==> src/rtl/filter_event_controller.sv <==
// filter_event_controller
//   Sequences readout of a trapezoidal shaping filter. The controller arms on
//   a signed threshold crossing. It then tracks the peak amplitude over a
//   fixed search window and waits out a dead time. After that it presents
//   {energy, timestamp, pileup} on a valid/ready handshake.
//
//   Optional feature: define BASELINE_EN to subtract a running baseline
//   average (2^BL_SHIFT samples) from the reported energy. When BASELINE_EN
//   is not defined, no baseline logic is built and the energy is the raw peak.
//
// Ports
//   clk          clock
//   reset        synchronous, active-high
//   enable       run enable; low parks the controller in IDLE
//   threshold    signed trigger level
//   filter_data  signed filter sample, one per clk
//   event_ready  downstream accept
//   event_valid  event record valid (REPORT state)
//   event_energy signed peak amplitude (baseline-subtracted with BASELINE_EN)
//   event_ts     timestamp of the trigger sample
//   event_pileup second crossing seen during PEAK or DEAD
//   drop_count   crossings lost while in REPORT, saturating
//   busy         high in PEAK, DEAD, REPORT
module filter_event_controller #(
  parameter int DATA_W   = 16,
  parameter int TS_W     = 32,
  parameter int PEAK_WIN = 8,
  parameter int DEAD_CYC = 4,
  parameter int BL_SHIFT = 4
) (
  input  logic              clk,
  input  logic              reset,
  input  logic              enable,
  input  logic [DATA_W-1:0] threshold,
  input  logic [DATA_W-1:0] filter_data,
  input  logic              event_ready,
  output logic              event_valid,
  output logic [DATA_W-1:0] event_energy,
  output logic [TS_W-1:0]   event_ts,
  output logic              event_pileup,
  output logic [15:0]       drop_count,
  output logic              busy
);

  localparam int CNT_MAX = (PEAK_WIN - 1 > DEAD_CYC) ? PEAK_WIN - 1 : DEAD_CYC;
  localparam int CNT_W   = $clog2(CNT_MAX + 1);

  typedef enum logic [2:0] {IDLE, ARMED, PEAK, DEAD, REPORT} state_t;

  state_t                    state_reg, state_next;
  logic [CNT_W-1:0]          cnt_reg, cnt_next;
  logic [TS_W-1:0]           ts_cnt_reg;
  logic signed [DATA_W-1:0]  prev_reg;
  logic signed [DATA_W-1:0]  thr_reg;
  logic signed [DATA_W-1:0]  max_reg;
  logic [TS_W-1:0]           ts_reg;
  logic                      pileup_reg;
  logic [15:0]               drop_reg;

  logic signed [DATA_W-1:0]  data_s;
  logic signed [DATA_W-1:0]  active_thr;
  logic                      crossing;
  logic                      capture;

  assign data_s = $signed(filter_data);

  // The live threshold is used only while armed. Outside ARMED, pile-up and
  // drop detection keep using the level that was in force when armed.
  assign active_thr = (state_reg == ARMED) ? $signed(threshold) : thr_reg;
  assign crossing   = (data_s > active_thr) && (prev_reg <= active_thr);
  assign capture    = (state_reg == ARMED) && enable && crossing;

  // Next-state logic
  always_comb begin
    state_next = state_reg;
    cnt_next   = cnt_reg;
    case (state_reg)
      IDLE: begin
        if (enable) state_next = ARMED;
      end
      ARMED: begin
        if (!enable) begin
          state_next = IDLE;
        end else if (crossing) begin
          state_next = PEAK;
          cnt_next   = '0;
        end
      end
      PEAK: begin
        // The trigger sample was handled in ARMED, so PEAK covers the
        // remaining PEAK_WIN-1 samples of the window.
        if (cnt_reg == CNT_W'(PEAK_WIN - 2)) begin
          state_next = DEAD;
          cnt_next   = '0;
        end else begin
          cnt_next = cnt_reg + CNT_W'(1);
        end
      end
      DEAD: begin
        if (cnt_reg == CNT_W'(DEAD_CYC - 1)) begin
          state_next = REPORT;
          cnt_next   = '0;
        end else begin
          cnt_next = cnt_reg + CNT_W'(1);
        end
      end
      REPORT: begin
        if (event_ready) state_next = enable ? ARMED : IDLE;
      end
      default: begin
        state_next = IDLE;
        cnt_next   = '0;
      end
    endcase
  end

  always_ff @(posedge clk) begin
    if (reset) begin
      state_reg  <= IDLE;
      cnt_reg    <= '0;
      ts_cnt_reg <= '0;
      prev_reg   <= '0;
      thr_reg    <= '0;
      max_reg    <= '0;
      ts_reg     <= '0;
      pileup_reg <= 1'b0;
      drop_reg   <= '0;
    end else begin
      state_reg  <= state_next;
      cnt_reg    <= cnt_next;
      ts_cnt_reg <= ts_cnt_reg + TS_W'(1);
      prev_reg   <= data_s;
      if (state_reg == ARMED) thr_reg <= $signed(threshold);

      if (capture) begin
        ts_reg     <= ts_cnt_reg;
        max_reg    <= data_s;
        pileup_reg <= 1'b0;
      end else if (state_reg == PEAK) begin
        if (data_s > max_reg) max_reg <= data_s;
        if (crossing) pileup_reg <= 1'b1;
      end else if (state_reg == DEAD) begin
        if (crossing) pileup_reg <= 1'b1;
      end

      if ((state_reg == REPORT) && crossing && (drop_reg != 16'hFFFF))
        drop_reg <= drop_reg + 16'd1;
    end
  end

`ifdef BASELINE_EN
  localparam int BL_LEN = 1 << BL_SHIFT;
  localparam int SUM_W  = DATA_W + BL_SHIFT;

  logic signed [DATA_W-1:0] win_reg [BL_LEN];
  logic signed [SUM_W-1:0]  sum_reg;
  logic [BL_SHIFT:0]        seen_reg;
  logic signed [DATA_W-1:0] baseline_reg;
  logic signed [DATA_W:0]   diff;

  // The running window always tracks the input. Only the baseline register
  // is frozen while an event is in flight.
  always_ff @(posedge clk) begin
    if (reset) begin
      for (int i = 0; i < BL_LEN; i++) win_reg[i] <= '0;
      sum_reg      <= '0;
      seen_reg     <= '0;
      baseline_reg <= '0;
    end else begin
      win_reg[0] <= data_s;
      for (int i = 1; i < BL_LEN; i++) win_reg[i] <= win_reg[i-1];
      sum_reg <= sum_reg + SUM_W'(data_s) - SUM_W'(win_reg[BL_LEN-1]);
      if (seen_reg != (BL_SHIFT + 1)'(BL_LEN)) seen_reg <= seen_reg + 1'b1;
      if ((state_reg == ARMED) && !capture)
        baseline_reg <= (seen_reg == (BL_SHIFT + 1)'(BL_LEN)) ?
                        DATA_W'(sum_reg >>> BL_SHIFT) : '0;
    end
  end

  // One extra bit catches overflow of the subtraction. The result then
  // clamps to the signed DATA_W range.
  assign diff = (DATA_W + 1)'(max_reg) - (DATA_W + 1)'(baseline_reg);

  always_comb begin
    event_energy = diff[DATA_W-1:0];
    if (diff[DATA_W] != diff[DATA_W-1])
      event_energy = diff[DATA_W] ? {1'b1, {(DATA_W-1){1'b0}}}
                                  : {1'b0, {(DATA_W-1){1'b1}}};
  end
`else
  assign event_energy = max_reg;
`endif

  assign event_valid  = (state_reg == REPORT);
  assign busy         = (state_reg == PEAK) || (state_reg == DEAD) ||
                        (state_reg == REPORT);
  assign event_ts     = ts_reg;
  assign event_pileup = pileup_reg;
  assign drop_count   = drop_reg;

endmodule

==> config.mk <==
export PLATFORM = sky130hd
export DESIGN_NAME = filter_event_controller
export DESIGN_NICKNAME = d
export VERILOG_FILES = /design/src/rtl/filter_event_controller.sv
export SDC_FILE = /design/constraint.sdc
export NUM_CORES = 1
export LEC_CHECK = 0
export CAP_MARGIN = 20
export CORE_ASPECT_RATIO = 0.8
export CORE_UTILIZATION = 54
export CTS_CLUSTER_DIAMETER = 60
export DETAILED_ROUTE_END_ITERATION = 10
export GPL_TIMING_DRIVEN = 0
export PLACE_DENSITY = 0.84
export SLEW_MARGIN = 20
export SYNTH_ARGS = -nofsm -noshare
export SYNTH_HDL_FRONTEND = slang
export SYNTH_SLANG_ARGS = --single-unit
==> constraint.sdc <==
create_clock -name clk -period 5 [get_ports clk]
set_input_delay 1.25 -clock clk [delete_from_list [all_inputs] [get_ports clk]]
set_output_delay 1.25 -clock clk [all_outputs]
set_load 0.02 [all_outputs]
==> flow_summary.json <==
{
  "outcome": "finished, violations left",
  "violations": "design-rule violations",
  "r2r_slack_ns": 0.43,
  "wl_per_cell_um": 17.59,
  "finalHoldViolCount": 0,
  "cts_tree": "built",
  "drt_pass1_iterations": 8,
  "maxCapViolCount": 0,
  "vias": 6002,
  "finalClockSkew_ns": 0.004953,
  "grt_pass1_wl_mm": 28.95,
  "p_leak_nw": 3.090,
  "gp_congestion": 0.9100,
  "cts.sinks": 135,
  "grt_max_degree": 17,
  "setup_tns_ns": 0,
  "layout-drive-gt1-share_pct": 6.422,
  "die_area_um2": 12590,
  "worstHoldEndpoint": "event_ts[13]",
  "antenna_found_initial": 0,
  "cp_common_cell": "clkbuf_1",
  "grt_pass1_vias": 5873,
  "clock_path_buffers": 2,
  "vias_per_cell": 5.884,
  "initial_core_util_pct": 56.09,
  "arrival_ns": 4.91,
  "post-route-period-util_pct": 91.35,
  "p_per_area_nw_per_um2": 406.9,
  "tightest_slew_ns": 0.7517,
  "clkTransAtPathRegs_ns": 0.06,
  "path_class": "flip-flop to flip-flop",
  "rr_startpoint": "state_reg[1]",
  "track_usage_pct": 29.50,
  "syn2layout_area_growth_pct": 27.83,
  "relSlewSlack_pct": 49.43,
  "coreArea_um2": 11690,
  "synthCells": 738,
  "ys_types": 58,
  "yosysWarnings": 0,
  "routed_wl_mm": 17.95,
  "slowest_delay_ns": 0.64,
  "cts_root_buf": "clkbuf_16",
  "drtIter0Drc": 510,
  "final_nets": 947,
  "final_antenna_net_count": 0,
  "reg2regPathDepth": 12,
  "finalPower_mw": 3.412,
  "yosys_register_bits": 135,
  "synth_area_per_cell_um2": 8.887,
  "rsz0062_at_grt": "false",
  "peakVddDrop_v": 0.0002791,
  "die_y_um": 100.6,
  "fmaxAchievable_mhz": 218.9,
  "postCtsSetupBuffers": 0,
  "antenna_cells": 0,
  "critPathRequiredTime_ns": 5.34,
  "cp_max_fo": 10,
  "seq_area_frac_synth_pct": 41.21,
  "syn_nets": 826,
  "reg2reg_to": "event_ts[0]",
  "dieWidth_um": 125.2,
  "hp-class": "flip-flop to flip-flop",
  "num_rows": 35,
  "dp_hpwl_mm": 12.98,
  "critPathSlowestCell": "or4_1",
  "numCtsBuffers": 17,
  "syn_area_um2": 6559,
  "setup_violations": 0,
  "htree_num_levels": 4,
  "startpoint_type": "flip-flop",
  "path_buf_inv": 3,
  "drv_slew": 0,
  "grt_overflow": 0,
  "async_flop_share_pct": 0,
  "min_from": "event_ts[13]",
  "synth_edf_count": 0,
  "cp-startpoint": "state_reg[1]",
  "clock_latency_ns": 0.42,
  "pin_count": 103,
  "drc": 16,
  "crit_family": "simple AND/OR/NAND/NOR gates",
  "end_kind": "flip-flop",
  "finalCriticalPeriod_ns": 4.568,
  "io_buffers": 102,
  "synth-main-ff-cell": "dfxtp_1",
  "crit_chain": "clkbuf_1 -> nor3b_2 -> clkbuf_2 -> mux2i_1 -> ha_1 -> nand4_1 -> or4_1 -> o2111a_1 -> o211ai_2 -> clkbuf_1 -> o21ai_0 -> a21oi_1",
  "hold_depth": 2
}
synth_stat cells, types with 2 or more instances:
cell type | number | share of area, %
dfxtp_1 | 135 | 41
nor2_1 | 75 | 4.3
a21oi_1 | 65 | 5.0
nand3_1 | 55 | 4.2
ha_1 | 52 | 9.9
o21ai_0 | 51 | 3.9
clkbuf_1 | 31 | 1.8
nand2_1 | 30 | 1.7
inv_1 | 26 | 1.5
nor2b_1 | 23 | 2.2
xor2_1 | 20 | 2.7
nand4_1 | 17 | 1.6
mux2i_1 | 16 | 2.4
or3_1 | 14 | 1.3
and4_1 | 11 | 1.5
xnor2_1 | 11 | 1.5
mux2_1 | 10 | 1.7
and3_1 | 7 | 0.67
mux2_2 | 7 | 1.2
nand2b_1 | 7 | 0.67
nor3_1 | 7 | 0.53
buf_2 | 6 | 0.46
a211oi_1 | 5 | 0.57
and2_1 | 4 | 0.38
o211ai_1 | 4 | 0.46
a2111oi_0 | 3 | 0.40
a221oi_1 | 3 | 0.40
buf_1 | 3 | 0.17
o21a_1 | 3 | 0.34
a21o_1 | 2 | 0.23
a21oi_4 | 2 | 0.50
a311oi_1 | 2 | 0.27
nand3b_1 | 2 | 0.23
nor4_1 | 2 | 0.19
o31a_1 | 2 | 0.27
o31ai_1 | 2 | 0.23
or4_1 | 2 | 0.23
placed cells by master (no fill, tap or decap), types with 14 or more instances in the layout:
cell	instances
xor2_1	20
a21oi_1	65
nor2b_1	23
mux2i_1	16
clkbuf_1	30
nor2_1	75
clkbuf_16	17
or3_1	14
dfxtp_1	135
nand2_1	30
nand3_1	55
inv_1	26
o21ai_0	51
clkdlybuf4s50_1	102
ha_1	52
nand4_1	17
per-stage QoR:
step	worst slack (ns)	utilization, %	instance area [um2]	hold slack, ns	cells
2_1_floorplan	0.9966	-	6559	0.4414	738
3_3_place_gp	0.1425	66.41	7765	0.4656	988
3_5_place_dp	0.002234	66.41	7765	0.4703	988
4_1_cts	0.2409	71.66	8379	0.4809	1020
5_1_grt	0.2112	71.71	8384	0.4983	1020
6_report	0.4324	71.71	8384	0.4775	1020
what timing repair did:
action,in CTS,in global routing
resized for setup,1,1
hold buffers,0,0
gates cloned,0,0
setup endpoints to repair,18,6
kinds of logic (layout without fill, tap and decap cells):
family / count (synthesis) / in the layout / share of synthesized area (%)
compound gates: 160 / 160 / 15.01
xor+xnor: 31 / 31 / 4.140
fa+ha+maj: 52 / 52 / 9.920
buf+inv: 67 / 201 / 4.063
flops: 135 / 135 / 41.21
mux: 33 / 33 / 5.361
simple gates: 260 / 260 / 20.30
routing by layer:
| metal | vias up | part of all wire (%) | GRT usage, % |
|---|---|---|---|
| met4 | 0 | 1.6 | 11.54 |
| met1 | 2871 | 46 | 37.89 |
| met5 | - | 0 | 0 |
| met3 | 36 | 5.5 | 6.210 |
| met2 | 210 | 47 | 49.03 |
| li1 | 2885 | - | - |
report_power, final:
group | switching, mW | leakage (nW) | internal [mW]
registers | 0.0338 | 1.10 | 1.14
clock network | 0.497 | 0.289 | 0.801
logic | 0.607 | 1.71 | 0.337
total | 1.14 | 3.09 | 2.27
worst max-delay path by stage:
| stage | endpoint | slack, ns | cells past startpoint |
|---|---|---|---|
| final | event_ts[0] | 0.43 | 12 |
| after detailed placement | drop_count[10] | 0.002 | 12 |
| after global routing | drop_count[9] | 0.21 | 12 |
| after floorplan | event_energy[10] | 1.0 | 12 |
| after CTS | drop_count[10] | 0.24 | 12 |
| after global placement | event_energy[7] | 0.14 | 12 |
worst min-delay path, stage by stage, from the launching register on:
cell and delay (ns):
dfxtp_1 0.30, o21ai_0 0.06, a21oi_1 0.06
cell type report:
cell class              instances  area (um2)
flip-flops and latches        135        2703
fillers                       865        3308
well taps                     148       185.2
clock inverters                14       173.9
inverters                      26       97.59
repair buffers                102        1021
clock buffers                  18       439.2
multi-input cells             536        3595
plain buffers                  41       170.2
(Power assumes the default switching activity.)
